### src/rtl/cpu_pkg.sv
// Shared definitions for the 8-bit core: instruction encoding constants and fetch state.
package cpu_pkg;

  localparam logic [7:0] HALT_INST = 8'h0F;

  // Opcode field is inst[3:2], function field inst[1:0]
  localparam logic [1:0] OPC_ALU = 2'b00;
  localparam logic [1:0] OPC_LD  = 2'b01;
  localparam logic [1:0] OPC_BR  = 2'b10;
  localparam logic [1:0] OPC_SYS = 2'b11;
  localparam logic [1:0] FN_HALT = 2'b11;

  typedef enum logic {
    RUN    = 1'b0,
    HALTED = 1'b1
  } fetch_state_t;

  function automatic logic is_halt(input logic [7:0] inst);
    return (inst[7:4] == 4'h0) && (inst[3:2] == OPC_SYS) && (inst[1:0] == FN_HALT);
  endfunction

endpackage

### src/rtl/fetch_fifo.sv
// Two-entry {instruction, pc} queue; entry 0 is always the head. Flush beats push/pop.
module fetch_fifo #(
  parameter int PC_W = 8
) (
  input  logic            clk,
  input  logic            rst,
  input  logic            push,
  input  logic            pop,
  input  logic            flush,
  input  logic [7:0]      push_inst,
  input  logic [PC_W-1:0] push_pc,
  output logic [7:0]      head_inst,
  output logic [PC_W-1:0] head_pc,
  output logic [1:0]      count,
  output logic            full,
  output logic            empty
);

  typedef struct packed {
    logic [7:0]      inst;
    logic [PC_W-1:0] pc;
  } entry_t;

  entry_t     ent0_r, ent1_r, wr_s;
  logic [1:0] count_r, count_nxt_s;
  logic       full_r, empty_r;

  // next occupancy
  always_comb begin
    wr_s        = '{inst: push_inst, pc: push_pc};
    count_nxt_s = count_r;
    if (flush) begin
      count_nxt_s = 2'd0;
    end else if (push && !pop) begin
      count_nxt_s = count_r + 2'd1;
    end else if (pop && !push) begin
      count_nxt_s = count_r - 2'd1;
    end else begin
      count_nxt_s = count_r;
    end
  end

  // storage, occupancy and status flags
  always_ff @(posedge clk or posedge rst) begin
    if (rst) begin
      ent0_r  <= '0;
      ent1_r  <= '0;
      count_r <= 2'd0;
      full_r  <= 1'b0;
      empty_r <= 1'b1;
    end else begin
      count_r <= count_nxt_s;
      full_r  <= (count_nxt_s == 2'd2);
      empty_r <= (count_nxt_s == 2'd0);
      if (!flush) begin
        case ({push, pop})
          2'b10: begin
            if (count_r == 2'd0) ent0_r <= wr_s;
            else                 ent1_r <= wr_s;
          end
          2'b01: ent0_r <= ent1_r;
          2'b11: begin
            if (count_r == 2'd1) begin
              ent0_r <= wr_s;
            end else begin
              ent0_r <= ent1_r;
              ent1_r <= wr_s;
            end
          end
          default: ;
        endcase
      end
    end
  end

  assign head_inst = ent0_r.inst;
  assign head_pc   = ent0_r.pc;
  assign count     = count_r;
  assign full      = full_r;
  assign empty     = empty_r;

endmodule

### src/rtl/fetch_fifo_chk.sv
// Checker for the fetch queue: the issue logic must never push into a full queue.
module fetch_fifo_chk (
  input logic clk,
  input logic rst,
  input logic push,
  input logic full
);

  no_overflow: assert property (@(posedge clk) disable iff (rst) !(push && full));

endmodule

### src/rtl/fetch_unit.sv
// Instruction fetch: PC, read issue to a registered-output memory, return queue,
// redirect flush and HALT stop.
module fetch_unit
  import cpu_pkg::*;
#(
  parameter int              PC_W     = 8,
  parameter logic [PC_W-1:0] RESET_PC = {PC_W{1'b0}}
) (
  input  logic            clk,
  input  logic            rst,
  output logic            imem_en,
  output logic [PC_W-1:0] imem_addr,
  input  logic [7:0]      imem_data,
  output logic [7:0]      inst_out,
  output logic [PC_W-1:0] inst_pc,
  output logic            inst_valid,
  input  logic            inst_ready,
  input  logic            redirect_valid,
  input  logic [PC_W-1:0] redirect_pc,
  output logic            halted
);

  fetch_state_t    state_r;
  logic [PC_W-1:0] fetch_pc_r, issue_pc_r;
  logic            inflight_r, kill_r, run_r, halted_r;
  logic [1:0]      count_s, occ_s;
  logic            full_s, empty_s;
  logic            transfer_s, issue_s, push_s, halt_ret_s;

  // issue decision; run_r holds off the first read until one edge after reset
  always_comb begin
    transfer_s = !empty_s && inst_ready;
    push_s     = inflight_r && !kill_r;
    halt_ret_s = push_s && is_halt(imem_data);
    occ_s      = count_s + {1'b0, inflight_r};
    if (run_r && (state_r == RUN) && !redirect_valid) begin
      issue_s = (occ_s < 2'd2) || transfer_s;
    end else begin
      issue_s = 1'b0;
    end
  end

  // PC, in-flight tracking and RUN/HALTED state machine
  always_ff @(posedge clk or posedge rst) begin
    if (rst) begin
      fetch_pc_r <= RESET_PC;
      issue_pc_r <= RESET_PC;
      state_r    <= RUN;
      inflight_r <= 1'b0;
      kill_r     <= 1'b0;
      run_r      <= 1'b0;
      halted_r   <= 1'b0;
    end else begin
      run_r      <= 1'b1;
      inflight_r <= issue_s;
      // a read issued alongside the returning HALT must not reach the queue
      kill_r     <= issue_s && halt_ret_s;
      if (issue_s) issue_pc_r <= fetch_pc_r;
      if (redirect_valid) begin
        fetch_pc_r <= redirect_pc;
        state_r    <= RUN;
        halted_r   <= 1'b0;
      end else begin
        if (issue_s) fetch_pc_r <= fetch_pc_r + {{(PC_W-1){1'b0}}, 1'b1};
        case (state_r)
          RUN: begin
            if (halt_ret_s) begin
              state_r  <= HALTED;
              halted_r <= 1'b1;
            end
          end
          HALTED:  halted_r <= 1'b1;
          default: begin
            state_r  <= RUN;
            halted_r <= 1'b0;
          end
        endcase
      end
    end
  end

  fetch_fifo #(.PC_W(PC_W)) u_fifo (
    .clk       (clk),
    .rst       (rst),
    .push      (push_s),
    .pop       (transfer_s),
    .flush     (redirect_valid),
    .push_inst (imem_data),
    .push_pc   (issue_pc_r),
    .head_inst (inst_out),
    .head_pc   (inst_pc),
    .count     (count_s),
    .full      (full_s),
    .empty     (empty_s)
  );

  fetch_fifo_chk u_fifo_chk (
    .clk  (clk),
    .rst  (rst),
    .push (push_s),
    .full (full_s)
  );

  assign imem_en    = issue_s;
  assign imem_addr  = fetch_pc_r;
  assign inst_valid = !empty_s;
  assign halted     = halted_r;

endmodule
### config.mk
export PLATFORM = sky130hd
export DESIGN_NAME = fetch_unit
export DESIGN_NICKNAME = d
export VERILOG_FILES = /design/src/rtl/cpu_pkg.sv /design/src/rtl/fetch_fifo.sv /design/src/rtl/fetch_fifo_chk.sv /design/src/rtl/fetch_unit.sv
export SDC_FILE = /design/constraint.sdc
export NUM_CORES = 1
export LEC_CHECK = 0
export ABC_AREA = 0
export BUFFER_PORTS_ARGS = -buffer_cell sky130_fd_sc_hd__buf_2
export CAP_MARGIN = 40
export CORE_AREA = 5 5 114 62
export CTS_BUF_LIST = sky130_fd_sc_hd__clkbuf_8
export DETAILED_ROUTE_END_ITERATION = 6
export DIE_AREA = 0 0 119 67
export HOLD_SLACK_MARGIN = 0.02
export PLACE_DENSITY = 0.65
export SYNTH_ARGS = -nofsm -noshare
export SYNTH_HDL_FRONTEND = slang
export SYNTH_SLANG_ARGS = --single-unit
### constraint.sdc
create_clock -name clk -period 2.7 [get_ports clk]
set_input_delay 0.405 -clock clk [delete_from_list [all_inputs] [get_ports clk]]
set_output_delay 0.405 -clock clk [all_outputs]
set_load 0.02 [all_outputs]
# [Word-level counts from Yosys, hierarchy flattened]
# Cells that the tools add are included.
[word_totals] romBits=0 latch_bits=0 ff_bits=56 wordCells=72 in_bits=20 memories=0 ramBits=0 out_inout_bits=27
[classes] bitwise=2 shifts=0 muxes=18 eq_ne=10 n_reduce_logical=24 magnitude_cmp=1 add_sub_neg=4 n_mul=0 n_div=0
[op_table] operator="16-bit two-way mux" n=4
[op_table] operator="16-bit case mux with 3 select lines" n=1
[op_table] operator="16-bit case mux with 2 select lines" n=1
[op_table] operator="8-bit two-way mux" n=2
[op_table] operator="1-bit logical AND" n=10
[op_table] operator="8-bit by 1-bit adder with 8-bit output (second input constant)" n=1
[op_table] operator="2-bit equality test (second input constant)" n=4
[op_table] operator="1-bit two-way mux" n=6
[op_table] operator="2-bit two-way mux" n=3
[op_table] operator="1-bit zero test" n=5
[op_table] operator="2-bit by 1-bit equality test with 1-bit output (second input constant)" n=2
[op_table] operator="2-bit zero test" n=2
[op_table] operator="4-bit zero test" n=1
[op_table] operator="2-bit != test (second input constant)" n=2
[op_table] operator="4-bit AND reduction" n=1
[op_table] operator="2-bit nonzero test" n=2
[op_table] operator="3-bit != test (second input constant)" n=1
[op_table] operator="3-bit AND reduction" n=1
[op_table] operator="3-bit nonzero test" n=1
[op_table] operator="2-bit by 1-bit adder with 2-bit output" n=1
[op_table] operator="2-bit by 1-bit adder with 2-bit output (second input constant)" n=1
[op_table] operator="2-bit less-than comparator (second input constant)" n=1
[op_table] operator="2-bit by 1-bit != test with 1-bit output (second input constant)" n=1
[op_table] operator="1-bit inverter" n=2
[op_table] operator="other kinds (3)" n=3

# [Logic depth before layout (Yosys ltp)]
[depth] ltp_word=8 depth_mapped=7 depth_no_buf=6

# [Hierarchy]
# A second synthesis with hierarchy kept.
[unflattened] cells_unflattened=201 hier_area_um2=2768.9
[modules_own_cells] mod="fetch_fifo" area_each_um2=1714.1 instances=1 cells_per_inst=111 seq_area_each_um2=902.1
[modules_own_cells] mod="fetch_unit" area_each_um2=1054.8 instances=1 cells_per_inst=90 seq_area_each_um2=525.5

# [Worst setup path after synthesis]
# OpenSTA, ideal clock, no wires.
[synth_path] path_kind="register -> register" startpoint="register u_fifo.count_r[0], in the netlist u_fifo.count[0]" endpoint="register issue_pc_r[0]" period_less_slack_ns=1.767 n_path_buf=0 slack_ns=0.933 setup_time_ns=0.125 required_time_ns=2.575 arrival_ns=1.643 stages_incl_launch_ff=5 cell_sequence="dfrtp_1 and3b_1 o21a_4 nor3_4 mux2_2"
[synth_between] elab_chain_len=4
[synth_lines] element="start: declaration" line="fetch_fifo.sv:25" text="logic [1:0] count_r, count_nxt_s;"
[synth_lines] element="start signal: assignment" line="fetch_fifo.sv:52" text="count_r <= count_nxt_s;"
[synth_lines] element="2-bit by 1-bit adder with 2-bit output" line="fetch_unit.sv:35" text="occ_s = count_s + {1'b0, inflight_r};"
[synth_lines] element="2-bit less-than comparator" line="fetch_unit.sv:37" text="issue_s = (occ_s < 2'd2) || transfer_s;"
[synth_lines] element="1-bit logical OR" line="fetch_unit.sv:37"
[synth_lines] element="1-bit two-way mux" line="fetch_unit.sv:36" text="if (run_r && (state_r == RUN) && !redirect_valid) begin"
[synth_lines] element="via imem_en" line="fetch_unit.sv:11" text="output logic imem_en,"
[synth_lines] element="end signal: assignment" line="fetch_unit.sv:58" text="if (issue_s) issue_pc_r <= fetch_pc_r;"
[synth_lines] element="end: declaration" line="fetch_unit.sv:24" text="logic [PC_W-1:0] fetch_pc_r, issue_pc_r;"
# The timed path passes the listed nets, and every way through them passes these cells.
# A chain may end at the register's enable or synchronous reset.

# [Final worst setup path]
[layout_path] startpoint="register u_fifo.empty_r, in the netlist u_fifo.empty" endpoint="output port imem_en"
[layout_between] elab_chain_len=4
[layout_lines] element="start: declaration" line="fetch_fifo.sv:26" text="logic full_r, empty_r;"
[layout_lines] element="start signal: assignment" line="fetch_fifo.sv:54" text="empty_r <= (count_nxt_s == 2'd0);"
[layout_lines] element="1-bit zero test" line="fetch_unit.sv:32" text="transfer_s = !empty_s && inst_ready;"
[layout_lines] element="1-bit logical AND" line="fetch_unit.sv:32"
[layout_lines] element="1-bit logical OR" line="fetch_unit.sv:37"
[layout_lines] element="1-bit two-way mux" line="fetch_unit.sv:36"
[layout_lines] element="end: declaration" line="fetch_unit.sv:11"
# No other way between the ends.

==> flow_summary_export.csv <==
group,metric,value,unit
drt,avgViaCountPerCell,5.28,
logic_synthesis,synth.area.top_cells,"dfrtp_1 53%, mux2_2 10%, mux2i_1 6.2%, a21oi_1 3.5%, nor2_1 3.3%",
pwr,vdd_drop_max,0.000472,V
logic_synthesis,yosysSeqAreaShare,54.2,%
floorplan,placementRows,20,
logic_synthesis,synth_top_area_share,53.2,%
logic_synthesis,yosys_warnings,0,
logic_synthesis,yosys-top-cells-count,"55 x dfrtp_1, 24 x mux2_2, 23 x nor2_1, 18 x a21oi_1, 16 x mux2i_1",
critical_path,r2r_setup_slack,0.77,ns
global_routing,grt_pass1_wl,9490,um
cts,cts.sinks,56,
sta,rsz0062_at_grt,"false",
cells_and_area,area_growth,15.4,%
critical_path,critPathMaxFanout,14,
logic_synthesis,syn_area_per_cell,11.5,um2
drt,drt-initial-drc-count,89,
cells_and_area,n_antenna_cell,0,
outcome,status,"complete, no violations",
pwr,power_per_cell_area,931,mW/mm2
sta,final_hold_viol_count,0,
floorplan,io_pins,47,
cells_and_area,fin_area,0.00299,mm2
logic_synthesis,synth-edff-count,0,
drt,postRouteAntennaNets,0,
logic_synthesis,netlist_area,0.00259,mm2
logic_synthesis,ys_seq_elements,56,
cells_and_area,layout-drive-gt1-share,32.6,%
sta,setup_viol,0,
cts,clkTransAtPathRegs,0.10,ns
sta,fin_crit_sh,83.4,%
critical_path,critPathLaunchType,"register",
cts,cts_tree,"done",
cts,ctsHoldBuffers,0,
placed_design,place_area,0.00289,mm2
sta,min_period,2.25,ns
placed_design,place_hpwl,4020,um
sta,holdWs,0.0620,ns
cells_and_area,fin_util,50.6,%
logic_synthesis,synth_cell_types,39,
pwr,power_frac_comb,34.0,%
sta,fin_tns_setup,0,ns
logic_synthesis,ys.flop_type,"dfrtp_1",
floorplan,die_w,119,um
critical_path,worstPathCellList,"nand2b_1 -> o21a_4 -> nor3_4 -> buf_2",
cts,htree_levels,2,
cells_and_area,multi_input_area,0.00108,mm2
drt,routed-via-count,1849,
critical_path,path_buf_inv,1,
critical_path,cp-end-kind,"output pin",
cells_and_area,n_fill_cell,554,
critical_path,critPathArrivalTime,1.85,ns
worst_hold_path,hp-class,"primary input to async pin",
pwr,p_int,1.79,mW
placed_design,gp_congestion,0.797,
pwr,p_total,2.78,mW
cts,postCtsSetupRepairBufs,0,
floorplan,coreArea,0.00591,mm2
sta,worstMarginPinSlew,0.526,ns
placed_design,io_buffers,46,
drt,drt_wl_total,5480,um
floorplan,start_util,43.8,%
global_routing,grt_max_degree,33,
pwr,pwr-share-clk,18.2,%
cts,cts_buffers,5,
global_routing,gr-total-overflow,0,
critical_path,crit_slowest_cell,"dfstp_2",
logic_synthesis,yosysTopAreaCell,"dfrtp_1",
sta,slew_violations,0,
critical_path,path_delay_family,"simple AND/OR/NAND/NOR gates",
floorplan,die_area,0.00797,mm2
cells_and_area,seq_area,0.00140,mm2
sta,fin_worst_skew,0.00522,ns
logic_synthesis,yosys.cell_count.top_type,"dfrtp_1",
critical_path,worst_path_largest_cell_delay,0.39,ns
logic_synthesis,async_reset_ff_share,100,%
critical_path,required,2.30,ns
global_routing,first_global_vias,1796,
cts,clkLatencyLatePin,0.32,ns
logic_synthesis,synthCells,226,
pwr,switchingPower,0.989,mW
run,cap_viol_max_count,0,
sta,relSlewSlack,64.9,%
pwr,leakagePower,1.43,nW
critical_path,path_class,"register to output pin",
cts,cts_resized,0,
drt,wl_per_cell,15.6,um
drt,drcViolationCount,0,
global_routing,antenna_found_initial,0,
cts,cts_buffer_depth,2,
global_routing,grt_usage,15.4,%
floorplan,die_height,67,um
logic_synthesis,synth_nets,249,
drt,dr.pass1.iters,4,
sta,max_freq,444,MHz
cells_and_area,nNetsFinal,295,
pwr,seq_power_share,47.8,%
cts,clockRootBuffer,"clkbuf_8",
pwr,p_sw_share,35.6,%
-- worst reg2reg max path, cell delays in order (launching register included) --
cell and delay, ns:
dfstp_2 0.39, nand2b_1 0.28, o21a_4 0.25, nor3_4 0.36, buf_4 0.21, mux2_2 0.33
-- state kept, by name (all words and copies together) (netlist names) --
register and cells:
halted 1, imem_addr 8, inflight_r 1, issue_pc_r 8, kill_r 1, run_r 1, state_r 1, u_fifo.count 2
u_fifo.empty 1, u_fifo.ent1_r 16, u_fifo.head_inst 8, u_fifo.head_pc 8
-- metal layers --
layer | GRT usage [%] | wire length, um | vias up
li1 | - | - | 896
met1 | 23.8 | 2990 | 894
met2 | 19.3 | 2050 | 50
met3 | 5.09 | 363 | 9
met4 | 5.19 | 70 | 0
met5 | 0 | 0 | -
-- placed cells by master, fill, tap and decap left out, types with 2 or more instances in the layout --
cell	instances
and4_1	4
nand3_1	7
a31oi_1	6
o21ai_0	3
inv_1	8
nor2b_1	3
mux2i_1	16
buf_2	46
nand2b_1	2
nand2_1	9
buf_4	6
ha_1	3
o211ai_1	4
mux2_2	24
dfrtp_1	55
a21oi_1	17
nor2_1	23
nand4_1	4
or4_1	5
clkbuf_8	7
or3_1	2
xnor2_1	2
-- path summary, 6_finish.rpt --
check / start / to / cells past startpoint
min in group clk: redirect_pc[4] / imem_addr[4] / 3
max: u_fifo.empty / imem_en / 4
min reg2reg: u_fifo.ent1_r[8] / u_fifo.ent1_r[8] / 1
max in group asynchronous: rst / u_fifo.head_pc[6] / 3
max reg2reg: u_fifo.empty / issue_pc_r[4] / 5
min: rst / halted / 2
-- stage by stage --
step	worst slack, ns	std cells
after global placement	0.753	342
after detailed placement	0.728	342
after floorplan	0.925	226
final	0.447	350
after global routing	0.279	350
after CTS	0.424	350
-- power by group through the flow --
stage	sequential, mW	combinational [mW]	clock, mW
final	1.33	0.945	0.507
after global routing	1.38	1.06	0.558
after CTS	1.33	0.960	0.528
after detailed placement	1.35	0.958	0
after global placement	1.34	0.935	0
after floorplan	1.47	0.539	0
-- area by class of cell --
type                    instances  share of cell area (%)
clock buffers                   7                    3.23
clock inverters                 1                   0.126
multi-input cells             149                    36.2
well taps                      77                    3.23
repair buffers                 52                    9.22
inverters                       8                    1.01
flip-flops and latches         56                    47.0
-- kinds of logic (layout without fill, tap and decap cells) --
| family | after synthesis | count (layout) | synth area share [%] |
|---|---|---|---|
| AO/OA/AOI/OAI | 38 | 38 | 9.09 |
| XOR/XNOR | 2 | 2 | 0.677 |
| adder cells (fa/ha/maj) | 3 | 3 | 1.45 |
| buffers and inverters | 21 | 68 | 4.16 |
| flip-flops | 56 | 56 | 54.2 |
| multiplexers | 40 | 40 | 16.6 |
| other | 1 | 1 | 0.145 |
| AND/OR/NAND/NOR | 65 | 65 | 13.7 |
(Power assumes the default switching activity.)
